## src/rtl/dp_pkg.sv

```systemverilog
// ---------------------------------------------------------------------------
// dp_pkg : shared widths and operand/result types for the datapath driver
// Rev 1.0
// ---------------------------------------------------------------------------
`default_nettype none

package dp_pkg;
  localparam int DW        = 64;
  localparam int RW        = 32;
  localparam int DEPTH_DEF = 4;
  localparam int LAT_DEF   = 2;

  typedef struct packed {
    logic [DW-1:0] a;
    logic [DW-1:0] b;
    logic [DW-1:0] c;
  } operand_t;

  typedef struct packed {
    logic [RW-1:0] x;
    logic [RW-1:0] z;
  } result_t;
endpackage

`default_nettype wire

```

## src/rtl/dp_issue_collect_if.sv

```systemverilog
// ---------------------------------------------------------------------------
// dp_issue_collect_if : operand input, datapath and result drain signals
// Rev 1.0
// ---------------------------------------------------------------------------
`default_nettype none

interface dp_issue_collect_if;
  import dp_pkg::*;

  logic          in_valid;
  logic          in_ready;
  logic [DW-1:0] in_a;
  logic [DW-1:0] in_b;
  logic [DW-1:0] in_c;
  logic [DW-1:0] dp_a;
  logic [DW-1:0] dp_b;
  logic [DW-1:0] dp_c;
  logic [RW-1:0] dp_x;
  logic [RW-1:0] dp_z;
  logic          out_valid;
  logic          out_ready;
  logic [RW-1:0] out_x;
  logic [RW-1:0] out_z;
  logic          busy;

  modport slave (
    input  in_valid, in_a, in_b, in_c, dp_x, dp_z, out_ready,
    output in_ready, dp_a, dp_b, dp_c, out_valid, out_x, out_z, busy
  );

  modport master (
    output in_valid, in_a, in_b, in_c, dp_x, dp_z, out_ready,
    input  in_ready, dp_a, dp_b, dp_c, out_valid, out_x, out_z, busy
  );
endinterface

`default_nettype wire

```

## src/rtl/sync_fifo.sv

```systemverilog
// ---------------------------------------------------------------------------
// sync_fifo : first-word-fall-through FIFO, synchronous active-low reset
// Rev 1.0
// ---------------------------------------------------------------------------
`default_nettype none

module sync_fifo #(
  parameter int W     = 8,
  parameter int DEPTH = 4
) (
  input  wire logic                     clk,
  input  wire logic                     rst,
  input  wire logic                     i_push,
  input  wire logic [W-1:0]             i_data,
  input  wire logic                     i_pop,
  output logic      [W-1:0]             o_data,
  output logic                          o_full,
  output logic                          o_empty,
  output logic      [$clog2(DEPTH):0]   o_count
);
  localparam int AW = $clog2(DEPTH);

  logic [W-1:0] r_mem [DEPTH];
  logic [AW:0]  r_wptr;
  logic [AW:0]  r_rptr;
  logic         w_do_push;
  logic         w_do_pop;

  assign o_empty   = (r_wptr == r_rptr);
  assign o_full    = (r_wptr[AW] != r_rptr[AW]) && (r_wptr[AW-1:0] == r_rptr[AW-1:0]);
  assign o_count   = r_wptr - r_rptr;
  assign o_data    = o_empty ? '0 : r_mem[r_rptr[AW-1:0]];
  assign w_do_pop  = i_pop && !o_empty;
  // a pop in the same cycle frees the slot a push into a full FIFO needs
  assign w_do_push = i_push && (!o_full || w_do_pop);

  always_ff @(posedge clk) begin
    if (!rst) begin
      r_wptr <= '0;
      r_rptr <= '0;
    end else begin
      if (w_do_push) begin
        r_mem[r_wptr[AW-1:0]] <= i_data;
        r_wptr                <= r_wptr + 1'b1;
      end
      if (w_do_pop) begin
        r_rptr <= r_rptr + 1'b1;
      end
    end
  end
endmodule

`default_nettype wire

```

## src/rtl/dp_issue_collect.sv

```systemverilog
// ---------------------------------------------------------------------------
// dp_issue_collect : buffers operand triples, issues them to the datapath and
//                    collects the matching results in order.   Rev 1.0
// ---------------------------------------------------------------------------
`default_nettype none

module dp_issue_collect
  import dp_pkg::*;
#(
  parameter int DEPTH = DEPTH_DEF,
  parameter int LAT   = LAT_DEF
) (
  input  wire logic               clk,
  input  wire logic               rst,
  dp_issue_collect_if.slave       bus
);
  localparam int AW = $clog2(DEPTH);
  localparam int CW = $clog2(DEPTH + LAT + 2) + 1;

  operand_t       w_op_in;
  operand_t       w_op_head;
  result_t        w_res_in;
  result_t        w_res_head;
  logic           w_op_full;
  logic           w_op_empty;
  logic [AW:0]    w_op_count;
  logic           w_res_full;
  logic           w_res_empty;
  logic [AW:0]    w_res_count;
  logic           w_push;
  logic           w_issue;
  logic           w_res_push;
  logic           w_res_pop;
  logic [CW-1:0]  w_committed;
  logic           w_unused;

  operand_t       r_dp;
  logic           r_iss;
  logic [LAT-1:0] r_tag;

  assign w_op_in     = '{a: bus.in_a, b: bus.in_b, c: bus.in_c};
  assign w_res_in    = '{x: bus.dp_x, z: bus.dp_z};
  assign bus.in_ready = rst && !w_op_full;
  assign w_push      = bus.in_valid && bus.in_ready;
  assign w_res_pop   = bus.out_ready && !w_res_empty;
  assign w_res_push  = r_tag[LAT-1];
  assign w_unused    = w_res_full;

  // Every issued triple owns a result slot from issue until it is drained.
  always_comb begin
    w_committed = CW'(r_iss) + CW'(w_res_count);
    for (int i = 0; i < LAT; i++) begin
      w_committed = w_committed + CW'(r_tag[i]);
    end
  end

  assign w_issue = !w_op_empty && (w_committed < (CW'(DEPTH) + CW'(w_res_pop)));

  // r_iss marks dp_a/b/c holding a fresh triple; r_tag then follows it through
  // the LAT datapath registers so capture lines up with its dp_x/dp_z.
  always_ff @(posedge clk) begin
    if (!rst) begin
      r_dp  <= '0;
      r_iss <= 1'b0;
      r_tag <= '0;
    end else begin
      r_iss <= w_issue;
      r_tag <= (r_tag << 1) | LAT'(r_iss);
      if (w_issue) begin
        r_dp <= w_op_head;
      end
    end
  end

  sync_fifo #(.W($bits(operand_t)), .DEPTH(DEPTH)) u_op_fifo (
    .clk     (clk),
    .rst     (rst),
    .i_push  (w_push),
    .i_data  (w_op_in),
    .i_pop   (w_issue),
    .o_data  (w_op_head),
    .o_full  (w_op_full),
    .o_empty (w_op_empty),
    .o_count (w_op_count)
  );

  sync_fifo #(.W($bits(result_t)), .DEPTH(DEPTH)) u_res_fifo (
    .clk     (clk),
    .rst     (rst),
    .i_push  (w_res_push),
    .i_data  (w_res_in),
    .i_pop   (w_res_pop),
    .o_data  (w_res_head),
    .o_full  (w_res_full),
    .o_empty (w_res_empty),
    .o_count (w_res_count)
  );

  assign bus.dp_a      = r_dp.a;
  assign bus.dp_b      = r_dp.b;
  assign bus.dp_c      = r_dp.c;
  assign bus.out_valid = !w_res_empty;
  assign bus.out_x     = w_res_head.x;
  assign bus.out_z     = w_res_head.z;
  assign bus.busy      = (w_op_count != '0) || r_iss || (|r_tag) || !w_res_empty;
endmodule

`default_nettype wire

```

## src/flat_wrapper.sv

```systemverilog
// flat-port wrapper written by rule: the top's interface ports become plain ports
module dp_issue_collect_flat import dp_pkg::*;
#(
  parameter int DEPTH = DEPTH_DEF,
  parameter int LAT   = LAT_DEF
)
  (clk, rst, bus_in_valid, bus_in_a, bus_in_b, bus_in_c, bus_dp_x, bus_dp_z, bus_out_ready, bus_in_ready, bus_dp_a, bus_dp_b, bus_dp_c, bus_out_valid, bus_out_x, bus_out_z, bus_busy);
  dp_issue_collect_if bus_i ();
  input  wire logic clk;
  input  wire logic rst;
  input wire logic [$bits(bus_i.in_valid)-1:0] bus_in_valid;
  input wire logic [$bits(bus_i.in_a)-1:0] bus_in_a;
  input wire logic [$bits(bus_i.in_b)-1:0] bus_in_b;
  input wire logic [$bits(bus_i.in_c)-1:0] bus_in_c;
  input wire logic [$bits(bus_i.dp_x)-1:0] bus_dp_x;
  input wire logic [$bits(bus_i.dp_z)-1:0] bus_dp_z;
  input wire logic [$bits(bus_i.out_ready)-1:0] bus_out_ready;
  output wire logic [$bits(bus_i.in_ready)-1:0] bus_in_ready;
  output wire logic [$bits(bus_i.dp_a)-1:0] bus_dp_a;
  output wire logic [$bits(bus_i.dp_b)-1:0] bus_dp_b;
  output wire logic [$bits(bus_i.dp_c)-1:0] bus_dp_c;
  output wire logic [$bits(bus_i.out_valid)-1:0] bus_out_valid;
  output wire logic [$bits(bus_i.out_x)-1:0] bus_out_x;
  output wire logic [$bits(bus_i.out_z)-1:0] bus_out_z;
  output wire logic [$bits(bus_i.busy)-1:0] bus_busy;
  assign bus_i.in_valid = bus_in_valid;
  assign bus_i.in_a = bus_in_a;
  assign bus_i.in_b = bus_in_b;
  assign bus_i.in_c = bus_in_c;
  assign bus_i.dp_x = bus_dp_x;
  assign bus_i.dp_z = bus_dp_z;
  assign bus_i.out_ready = bus_out_ready;
  assign bus_in_ready = bus_i.in_ready;
  assign bus_dp_a = bus_i.dp_a;
  assign bus_dp_b = bus_i.dp_b;
  assign bus_dp_c = bus_i.dp_c;
  assign bus_out_valid = bus_i.out_valid;
  assign bus_out_x = bus_i.out_x;
  assign bus_out_z = bus_i.out_z;
  assign bus_busy = bus_i.busy;
  dp_issue_collect #(.DEPTH(DEPTH), .LAT(LAT)) u_core (.clk(clk), .rst(rst), .bus(bus_i));
endmodule
```

## config.mk

```make
export PLATFORM = sky130hd
export DESIGN_NAME = dp_issue_collect_flat
export DESIGN_NICKNAME = d
export VERILOG_FILES = /design/src/rtl/dp_pkg.sv /design/src/rtl/dp_issue_collect_if.sv /design/src/rtl/sync_fifo.sv /design/src/rtl/dp_issue_collect.sv /design/src/flat_wrapper.sv
export SDC_FILE = /design/constraint.sdc
export NUM_CORES = 1
export LEC_CHECK = 0
export ABC_AREA = 0
export CORE_ASPECT_RATIO = 1.5
export CORE_UTILIZATION = 50
export CTS_CLUSTER_DIAMETER = 100
export DETAILED_ROUTE_END_ITERATION = 10
export PLACE_DENSITY = 0.75
export SYNTH_ARGS = -nofsm -noshare
export SYNTH_HDL_FRONTEND = slang
export SYNTH_SLANG_ARGS = --single-unit
```

## constraint.sdc

```tcl
create_clock -name clk -period 11.3 [get_ports clk]
set_clock_uncertainty 0.1 [all_clocks]
set_input_delay 2.26 -clock clk [delete_from_list [all_inputs] [get_ports clk]]
set_output_delay 2.26 -clock clk [all_outputs]
set_load 0.02 [all_outputs]
```

==> results.py <==
metrics = {
    "floorplan": {
        "fp.dieArea_mm2": 0.0930,
        "rows": 135,
        "initial_core_util": 0.507,
        "coreArea_mm2": 0.0905,
        "pin_count": 519,
        "dieWidth_um": 249,
        "die_y_um": 373,
    },
    "yosys": {
        "yosysTopAreaCellShare": 0.670,
        "yosys_most_used_dff": "edfxtp_1",
        "synth_cell_types": 31,
        "synth_common_cells": "edfxtp_1, nand2_1, mux4_2, dfxtp_1, mux2i_1",
        "ys_top_cells_by_area": "edfxtp_1, mux4_2, dfxtp_1, mux2i_1, nand2_1",
        "netlist_area_mm2": 0.0459,
        "synth_nets": 2644,
        "ys_ff_latch": 1233,
        "yosysMostFrequentCell": "edfxtp_1",
        "synthCells": 2364,
        "synth_edf_count": 1024,
        "synthArstFlopShare": 0,
        "yosysWarnings": 0,
        "yosysSeqAreaShare": 0.761,
        "syn_avg_cell_area_um2": 19.4,
        "synth_area_leader_cell": "edfxtp_1",
    },
    "worst_hold_path": {
        "min_path_type": "reg -> reg",
        "hold_end": "u_core.bus.dp_c[23]$_SDFFE_PN0P_",
        "hold_path_depth": 2,
        "worstHoldStart": "u_core.bus.dp_c[23]$_SDFFE_PN0P_",
    },
    "route": {
        "postRouteAntennaNets": 0,
        "first_iter_violations": 1498,
        "viasPerCell": 5.56,
        "wirelength_um": 98500,
        "drtPass1Iterations": 5,
        "dr_total_vias": 23100,
        "post_drt_wl_per_cell_um": 23.7,
        "drc": 0,
    },
    "final_layout": {
        "multi_input_area_mm2": 0.0103,
        "nNetsFinal": 3168,
        "final_core_util": 0.616,
        "layout-drive-gt1-share": 0.154,
        "syn_to_final_growth_pct": 21.5,
        "fillers": 6216,
        "regArea_mm2": 0.0349,
    },
    "critical_path": {
        "cp-end-kind": "output port",
        "rr_worst_depth": 11,
        "cp_top_family": "buffers and inverters",
        "slowest_delay_ps": 730,
        "crit_buf_inv": 3,
        "required_ps": 8940,
        "cp.arrival_ps": 4330,
        "r2r_setup_slack_ps": 6710,
        "slowest_stage": "clkdlybuf4s50_1",
        "crit_type": "in -> out",
        "cp-start-kind": "input port",
        "r2r-end": "u_core.bus.dp_a[3]$_SDFFE_PN0P_",
        "critical_path.cell_chain": "buf_8, inv_1, a31oi_1, clkdlybuf4s50_1",
        "crit_fanout": 100,
        "r2r-start": "u_core.u_res_fifo.r_wptr[0]$_SDFFE_PN0P_",
    },
    "power": {
        "total_power_mw": 12.8,
        "power_leakage_nw": 18.6,
        "vdd_drop_max_mv": 0.223,
        "power.density_mw_per_mm2": 229,
    },
    "timing": {
        "clock.fmax_mhz": 150,
        "hold_viol": 0,
        "setup_viol": 0,
        "worst_pin_slew_ps": 1090,
        "period_minus_slack_ps": 6690,
        "maxSlewViolCount": 0,
        "final.setup.tns_ps": 0,
        "slew_headroom": 0.275,
        "rsz0062_at_grt": "no",
        "period_share": 0.592,
    },
    "placement": {
        "dp_hpwl_um": 59600,
        "gp_congestion": 0.787,
        "io_buffers": 518,
    },
    "clock_tree": {
        "clock-sinks": 1233,
        "cts_made_buffers": 106,
        "cts_max_path_buffers": 3,
        "cts_tree": "built",
        "htreeDepth": 3,
        "worstSkewPairLatency_ps": 710,
        "root_buffer": "clkbuf_16",
        "postCtsSetupBuffers": 0,
        "path_clk_slew_ps": 60,
        "cts_hold_buf": 0,
        "cts-resized-gates": 0,
    },
    "run": {
        "maxCapViolations": 0,
    },
    "global_route": {
        "grt_pass1_wl_um": 149000,
        "grt_pass1_vias": 24500,
        "grt_max_degree": 151,
        "grt_antenna_before_repair": 44,
        "grt_overflow": 0,
        "track_usage": 0.213,
    },
    "outcome": {
        "status": "finished, final reports clean",
    },
}
==> sequential cells by signal (all words and copies together) (netlist names), named ones only <==
signal                    cells
u_core.u_res_fifo.r_wptr      3
u_core.bus.dp_c              64
u_core.u_op_fifo.r_rptr       3
u_core.u_res_fifo.r_mem     256
u_core.u_op_fifo.r_wptr       3
u_core.u_op_fifo.r_mem      768
u_core.bus.dp_b              64
u_core.r_iss                  1
u_core.bus.dp_a              64
u_core.u_res_fifo.r_rptr      3
u_core.r_tag                  2
==> layer usage <==
metal,GRT usage,up-vias,routed length (µm)
li1,-,10200,-
met1,0.258,11800,36900
met2,0.346,840,48700
met3,0.0837,173,10000
met4,0.0735,64,2340
met5,0,-,427
==> layout make-up <==
cell class | count | area share
Sequential cell | 1233 | 0.627
Multi-Input combinational cell | 982 | 0.184
Timing Repair Buffer | 549 | 0.0977
Clock buffer | 151 | 0.0541
Tap cell | 1164 | 0.0261
Clock inverter | 45 | 0.00911
Inverter | 16 | 0.00108
Antenna cell | 11 | 0.000494
==> how the worst max path moves through the flow <==
| stage | from | end | slack [ps] | cells past startpoint |
|---|---|---|---|---|
| floorplan | rst | u_core.u_op_fifo.r_mem[3][0]$_DFFE_PP_ | 2770 | 4 |
| global placement | rst | bus_in_ready | 4690 | 4 |
| detailed placement | rst | bus_in_ready | 4610 | 4 |
| CTS | rst | bus_in_ready | 4610 | 4 |
| global route | rst | bus_in_ready | 4430 | 4 |
| finish | rst | bus_in_ready | 4610 | 4 |
==> cell usage in the layout, fill, tap and decap left out, types with 3 or more instances in the layout <==
master and instances:
clkinv_2 13, clkdlybuf4s50_1 517, and3_2 4, clkbuf_8 17, buf_4 29, xnor2_1 5, nand2_1 391, ha_1 16
dfxtp_1 205, nor2b_1 64, diode_2 11, xor2_1 5, clkinv_1 13, fa_1 4, inv_1 16, mux2i_1 197
o21ai_0 4, clkbuf_1 27, bufinv_16 8, and3_4 3, dfxtp_4 3, mux4_2 256, nor2_1 14, inv_6 3
clkbuf_16 107, clkinvlp_4 3, edfxtp_1 1024
==> worst reg2reg max path, stage by stage (launching register included) <==
cell and delay, ps:
dfxtp_1 400, inv_1 110, ha_1 350, fa_1 490, inv_1 40, ha_1 220, fa_1 560, nor2_1 60
o211ai_1 130, a211o_4 730, buf_4 980, mux2i_1 350
==> per-stage QoR <==
step	hold slack, ps	worst slack (ps)	instance area [µm²]	instances
2_1_floorplan	354	2770	45900	2364
3_3_place_gp	346	4690	52200	3944
3_5_place_dp	350	4610	52200	3944
4_1_cts	365	4610	55700	4140
5_1_grt	373	4430	55700	4150
6_report	360	4610	55700	4151
==> cell families after synthesis <==
kind of cell / share of synthesized area
flops: 0.761
simple gates: 0.0437
mux: 0.169
buf+inv: 0.0157
fa+ha+maj: 0.00611
compound gates: 0.00207
xor+xnor: 0.00245
==> power by group <==
group	switching, mW	total [mW]	internal [mW]
clock network	1.61	3.65	2.05
logic	1.78	3.44	1.65
registers	0.301	5.67	5.37
total	3.69	12.8	9.07
(Power assumes the default switching activity.)
